## config.mk

```make
export PLATFORM = sky130hd
export DESIGN_NAME = spi_txn_arbiter
export DESIGN_NICKNAME = d
export VERILOG_FILES = /design/src/rtl/spi_arb_pkg.sv /design/src/rtl/spi_rr_picker.sv /design/src/rtl/spi_txn_arbiter.sv
export SDC_FILE = /design/constraint.sdc
export NUM_CORES = 1
export LEC_CHECK = 0
export BUFFER_PORTS_ARGS = -buffer_cell sky130_fd_sc_hd__buf_4
export CORE_MARGIN = 5
export CORE_UTILIZATION = 40
export CTS_BUF_LIST = sky130_fd_sc_hd__clkbuf_2 sky130_fd_sc_hd__clkbuf_4 sky130_fd_sc_hd__clkbuf_8
export CTS_CLUSTER_SIZE = 10
export DETAILED_ROUTE_END_ITERATION = 16
export GPL_TIMING_DRIVEN = 1
export PLACE_DENSITY_LB_ADDON = 0.1
export SLEW_MARGIN = 30
export SYNTH_ARGS = -nofsm -noshare
export SYNTH_HDL_FRONTEND = slang
export SYNTH_HIERARCHICAL = 1
export SYNTH_SLANG_ARGS = --single-unit
```

## constraint.sdc

```tcl
create_clock -name clk -period 2.7 [get_ports clk]
set_clock_uncertainty 0.1 [all_clocks]
set_input_delay 0.135 -clock clk [delete_from_list [all_inputs] [get_ports clk]]
set_output_delay 0.135 -clock clk [all_outputs]
set_load 0.03 [all_outputs]
```

## src/rtl/spi_arb_pkg.sv

```systemverilog
// Shared types and constants for the SPI transaction arbiter: FSM state
// encoding, slave-select codes and packed-slice widths.
package spi_arb_pkg;

  typedef enum logic [1:0] {
    ST_IDLE    = 2'd0,
    ST_XFER    = 2'd1,
    ST_CAPTURE = 2'd2,
    ST_GAP     = 2'd3
  } arb_state_e;

  localparam int SLV_W = 2;

  localparam logic [SLV_W-1:0] SLV_NONE = 2'd0;
  localparam logic [SLV_W-1:0] SLV_0    = 2'd1;
  localparam logic [SLV_W-1:0] SLV_1    = 2'd2;
  localparam logic [SLV_W-1:0] SLV_2    = 2'd3;

  // Counter width able to hold 0..max(a,b)
  function automatic int cnt_width(input int a, input int b);
    int m;
    m = (a > b) ? a : b;
    return $clog2(m + 1);
  endfunction

endpackage

```

## src/rtl/spi_rr_picker.sv

```systemverilog
// Combinational round-robin picker: lowest set request strictly above ptr,
// wrapping to the lowest set request overall.
module spi_rr_picker #(
  parameter int N  = 4,
  parameter int IW = $clog2(N)
) (
  input  logic [N-1:0]  req,
  input  logic [IW-1:0] ptr,
  output logic [N-1:0]  gnt,
  output logic [IW-1:0] idx,
  output logic          any
);

  logic [N-1:0] above;
  logic [N-1:0] masked;

  always_comb begin
    above = '0;
    for (int i = 0; i < N; i++) begin
      above[i] = (IW'(i) > ptr);
    end
    masked = req & above;
    any    = |req;
    idx    = '0;
    gnt    = '0;
    for (int i = N - 1; i >= 0; i--) begin
      if (req[i]) idx = IW'(i);
    end
    // A hit above the pointer overrides the wrapped choice
    for (int i = N - 1; i >= 0; i--) begin
      if (masked[i]) idx = IW'(i);
    end
    if (any) gnt[idx] = 1'b1;
  end

endmodule

```

## src/rtl/spi_txn_arbiter.sv

```systemverilog
// Round-robin arbiter sharing one SPI master among NUM_REQ requesters.
// Optional macro SPI_ARB_PRIO0_EN gives requester 0 strict priority.
module spi_txn_arbiter
  import spi_arb_pkg::*;
#(
  parameter int NUM_REQ    = 4,
  parameter int DATA_W     = 8,
  parameter int BIT_CYCLES = 8,
  parameter int GAP_CYCLES = 2
) (
  input  logic                      clk,
  input  logic                      reset,
  input  logic [NUM_REQ-1:0]        req,
  input  logic [SLV_W*NUM_REQ-1:0]  req_slave,
  input  logic [DATA_W*NUM_REQ-1:0] req_data,
  output logic [NUM_REQ-1:0]        grant,
  output logic [NUM_REQ-1:0]        done,
  output logic                      err,
  output logic [DATA_W-1:0]         rsp_data,
  output logic                      busy,
  output logic                      m_start,
  output logic [SLV_W-1:0]          m_slave_select,
  output logic [DATA_W-1:0]         m_data_to_send,
  input  logic [DATA_W-1:0]         m_data_received,
  output logic [1:0]                dbg_state
);

  // Handshake: req is a level held until grant; operands are sampled only on
  // the grant edge; done pulses exactly once per grant (with err if rejected).

  localparam int PTR_W = $clog2(NUM_REQ);
  localparam int CNT_W = cnt_width(BIT_CYCLES, GAP_CYCLES);
  localparam logic [CNT_W-1:0] BIT_LAST = CNT_W'(BIT_CYCLES - 1);
  localparam logic [CNT_W-1:0] GAP_LAST = CNT_W'(GAP_CYCLES - 1);

  arb_state_e          state_q, state_d;
  logic [CNT_W-1:0]    cnt_q, cnt_d;
  logic [PTR_W-1:0]    ptr_q, ptr_d;
  logic [NUM_REQ-1:0]  win_q, win_d;
  logic [NUM_REQ-1:0]  grant_q, grant_d;
  logic [NUM_REQ-1:0]  done_q, done_d;
  logic                err_q, err_d;
  logic [DATA_W-1:0]   rsp_q, rsp_d;
  logic                busy_q, busy_d;
  logic                start_q, start_d;
  logic [SLV_W-1:0]    sel_q, sel_d;
  logic [DATA_W-1:0]   tx_q, tx_d;

  logic [NUM_REQ-1:0]  req_eff;
  logic [NUM_REQ-1:0]  pick_gnt;
  logic [PTR_W-1:0]    pick_idx;
  logic                pick_any;
  logic [SLV_W-1:0]    pick_slave;
  logic [DATA_W-1:0]   pick_byte;

`ifdef SPI_ARB_PRIO0_EN
  // Requester 0 preempts the rotation; the others keep round-robin order
  always_comb req_eff = req[0] ? {{(NUM_REQ-1){1'b0}}, 1'b1} : req;
`else
  always_comb req_eff = req;
`endif

  spi_rr_picker #(
    .N  (NUM_REQ),
    .IW (PTR_W)
  ) u_picker (
    .req (req_eff),
    .ptr (ptr_q),
    .gnt (pick_gnt),
    .idx (pick_idx),
    .any (pick_any)
  );

  assign pick_slave = req_slave[SLV_W*pick_idx +: SLV_W];
  assign pick_byte  = req_data[DATA_W*pick_idx +: DATA_W];

  always_comb begin
    state_d = state_q;
    cnt_d   = cnt_q;
    ptr_d   = ptr_q;
    win_d   = win_q;
    grant_d = '0;
    done_d  = '0;
    err_d   = 1'b0;
    rsp_d   = rsp_q;
    start_d = start_q;
    sel_d   = sel_q;
    tx_d    = tx_q;
    case (state_q)
      ST_IDLE: begin
        if (pick_any) begin
          win_d   = pick_gnt;
          grant_d = pick_gnt;
`ifdef SPI_ARB_PRIO0_EN
          if (!pick_gnt[0]) ptr_d = pick_idx;
`else
          ptr_d = pick_idx;
`endif
          cnt_d = '0;
          if (pick_slave != SLV_NONE) begin
            state_d = ST_XFER;
            sel_d   = pick_slave;
            tx_d    = pick_byte;
            start_d = 1'b1;
          end else begin
            state_d = ST_GAP;
            done_d  = pick_gnt;
            err_d   = 1'b1;
          end
        end
      end
      ST_XFER: begin
        if (cnt_q == BIT_LAST) begin
          start_d = 1'b0;
          state_d = ST_CAPTURE;
        end else begin
          cnt_d = cnt_q + 1'b1;
        end
      end
      ST_CAPTURE: begin
        // Select held one extra cycle: the master updates RX on negedge
        rsp_d   = m_data_received;
        done_d  = win_q;
        sel_d   = SLV_NONE;
        cnt_d   = '0;
        state_d = ST_GAP;
      end
      ST_GAP: begin
        if (cnt_q == GAP_LAST) begin
          state_d = ST_IDLE;
        end else begin
          cnt_d = cnt_q + 1'b1;
        end
      end
      default: state_d = ST_IDLE;
    endcase
    busy_d = (state_d != ST_IDLE);
  end

  always_ff @(posedge clk or posedge reset) begin
    if (reset) begin
      state_q <= ST_IDLE;
      cnt_q   <= '0;
      ptr_q   <= PTR_W'(NUM_REQ - 1);
      win_q   <= '0;
      grant_q <= '0;
      done_q  <= '0;
      err_q   <= 1'b0;
      rsp_q   <= '0;
      busy_q  <= 1'b0;
      start_q <= 1'b0;
      sel_q   <= '0;
      tx_q    <= '0;
    end else begin
      state_q <= state_d;
      cnt_q   <= cnt_d;
      ptr_q   <= ptr_d;
      win_q   <= win_d;
      grant_q <= grant_d;
      done_q  <= done_d;
      err_q   <= err_d;
      rsp_q   <= rsp_d;
      busy_q  <= busy_d;
      start_q <= start_d;
      sel_q   <= sel_d;
      tx_q    <= tx_d;
    end
  end

  assign grant          = grant_q;
  assign done           = done_q;
  assign err            = err_q;
  assign rsp_data       = rsp_q;
  assign busy           = busy_q;
  assign m_start        = start_q;
  assign m_slave_select = sel_q;
  assign m_data_to_send = tx_q;
  assign dbg_state      = state_q;

endmodule
```

==> metrics <==
Avg Inst Size Synth 12.9 um^2; drc violations 0; Finished Layout Cells 336; cell family with most CP delay multiplexers; maximum fanout along the worst path 9; cts bufs inserted 5; initial antenna violation count 0; Core ar. 0.00511 mm^2; asr flop ratio synth 100%; WP data required 2.77 ns; setup tns final 0 ns; max-cap check violation count 0; synthesized instance count 164; Main synth FF type dfrtp_1; Yosys warning count 6; Final Hold Vio Count 0; WP data arrival 2.64 ns; Iteration-0 DRC Markers 56; Overflow after GRT 0; GRT Total Usage 15.6%; root buffer cell clkbuf_8; fmax 0.389 GHz; Layout Nets 321; commonest non-fill, non-tap cells in the layout buf_4 (93), dfrtp_1 (39), mux2_2 (22), a21oi_1 (10); mapped cell area 0.00211 mm^2; Netlist cell types 41; VDD IR max 0.440 mV; TritonCTS clock tree yes; CTS max path bufs 2; Slowest-stage cell, CP mux4_1; Max H-tree Level 2; initial core utilization 41.4%; Skew-Pair Late Insertion Delay 0.29 ns; crit path buf inv count 0; Post-DRT Antenna Nets 0; vias in the first global route 1,717; DR vias/cell 5.09; clk slew on worst S/H paths 0.08 ns; Routed WL 4.97 mm; Seq cells post-synth 41; largest net degree at the start of global routing 27; n_diodes 0; max-slew violations 0; Slew headroom 64.1%; total power draw 3.37 mW; EDFF count, synth 0; run status finished, final reports clean; Post-Syn Nets 220; CTS sink cnt 41; global-route wire length before repair 8.16 mm; DP HPWL 3.81 mm; Die X 82.7 um; kind of critical path flip-flop to flip-flop; Hold WC Path Type input pin to flip-flop; final worst path period need 2.57 ns; Vias 1,710; # rows 26; share of layout cells above drive strength 1 49.2%; first-pass iteration count of the detailed router 4; Synth area leader dfrtp_1; Final Util 60.5%; Filler Cell Count 464; placed cells 318; Port Buf Inserts 84; Die ar. 0.00684 mm^2; Synth top area share 46.2%; final period utilization 95.1%; Final Setup Violations 0; Die Height 82.7 um; CP Launch Type flip-flop; Routed wire per std cell 14.8 um; commonest non-fill, non-tap cell in the layout buf_4; CP Cell Sequence nand2b_1 -> a21oi_1 -> o221ai_2 -> mux4_1 -> o21ai_4 -> mux2_2; Leak 1.51 nW; Critical Path End Type flip-flop; worst slew pin tran 0.537 ns; register area share after synthesis 48.7%; pwr/cell area 1090 mW/mm^2; Synth area leaders dfrtp_1 (46%), mux2_2 (12%), mux4_1 (11%); crit-path max cell delay 0.68 ns; Ports 85; GP Congestion 0.787; Synth-to-Final Area Change 46.2%
[final cells by class]
cell class	instances	area [um^2]	area share (%)
multi-input combinational	111	1030	33.4
sequential	41	1030	33.3
timing repair buffer	102	788	25.5
tap	70	87.6	2.83
clock buffer	5	68.8	2.23
clock inverter	3	68.8	2.23
inverter	4	15.0	0.486
[sequential cells by signal, summed over array words and instances (netlist names)]
name / cells
busy: 1
cnt_q: 4
dbg_state: 2
done: 4
err: 1
grant: 4
m_data_to_send: 8
m_slave_select: 2
m_start: 1
ptr_q: 2
rsp_data: 8
win_q: 4
[through the flow]
step | cell area (um^2) | hold slack [ns] | setup slack, ns
2_1_floorplan | 2110 | 0.187 | 0.167
3_3_place_gp | 2840 | 0.268 | 0.0592
3_5_place_dp | 2840 | 0.118 | -0.0137
4_1_cts | 3080 | 0.163 | 0.0828
5_1_grt | 3090 | 0.173 | -0.00221
6_report | 3090 | 0.176 | 0.132
[timing repair]
| action | in CTS | in global routing |
|---|---|---|
| hold endpoints to repair | 30 | 0 |
| buffers inserted | 0 | 1 |
| setup endpoints to repair | 8 | 9 |
| pin swaps | 0 | 1 |
| resized for setup | 1 | 1 |
| hold buffers | 9 | 0 |
[metal layers]
metal	part of all wire, %	global-route usage [%]	wire (um)	up-vias
met1	44	21.1	2210	834
met2	49	24.6	2430	53
met3	6.3	4.88	314	2
met5	0	0	0	-
met4	0.40	3.76	20	0
li1	-	-	-	821
[where the power goes]
| group | internal [mW] | leakage (nW) | switching (mW) |
|---|---|---|---|
| registers | 0.874 | 0.509 | 0.201 |
| logic | 0.815 | 0.930 | 0.889 |
| clock network | 0.372 | 0.0687 | 0.219 |
| total | 2.06 | 1.51 | 1.31 |
[logic make-up (layout without fill, tap and decap cells)]
kind of cell / after synthesis / count (layout) / share of synthesized area, %
compound gates: 34 / 34 / 11.6
buf+inv: 12 / 114 / 3.02
flops: 41 / 41 / 48.7
simple gates: 42 / 42 / 11.1
mux: 33 / 33 / 24.5
fa+ha+maj: 2 / 2 / 1.18
[cells in the mapped netlist (2+ instances only)]
| cell | n |
|---|---|
| clkbuf_1 | 3 |
| and2_1 | 5 |
| ha_1 | 2 |
| buf_6 | 2 |
| inv_1 | 4 |
| nor2b_1 | 5 |
| o21a_1 | 2 |
| buf_2 | 3 |
| nor2_1 | 5 |
| o21ai_0 | 4 |
| mux4_1 | 9 |
| nand2b_1 | 6 |
| and2b_1 | 2 |
| o22ai_1 | 2 |
| a22o_1 | 4 |
| and3_1 | 2 |
| nand2_1 | 8 |
| dfrtp_1 | 39 |
| nand3_1 | 4 |
| a21oi_1 | 10 |
| dfstp_2 | 2 |
| mux2_2 | 22 |
[path summary, 6_finish.rpt]
kind | from | endpoint | slack (ns) | cells past startpoint
min in group asynchronous | reset | cnt_q[3] | 0.34 | 3
hold / removal | req[1] | win_q[1] | 0.18 | 3
hold reg to reg | m_start | m_start | 0.39 | 2
max in group asynchronous | reset | dbg_state[1] | 1.61 | 4
setup reg to reg | ptr_q[1] | m_data_to_send[0] | 0.13 | 6
setup / recovery | ptr_q[1] | m_data_to_send[0] | 0.13 | 6
[worst min-delay path, stage by stage]
cell	delay, ns
buf_4	0.12
and2_1	0.14
mux2_2	0.14
Note: power is estimated with default switching activity, not from simulation.
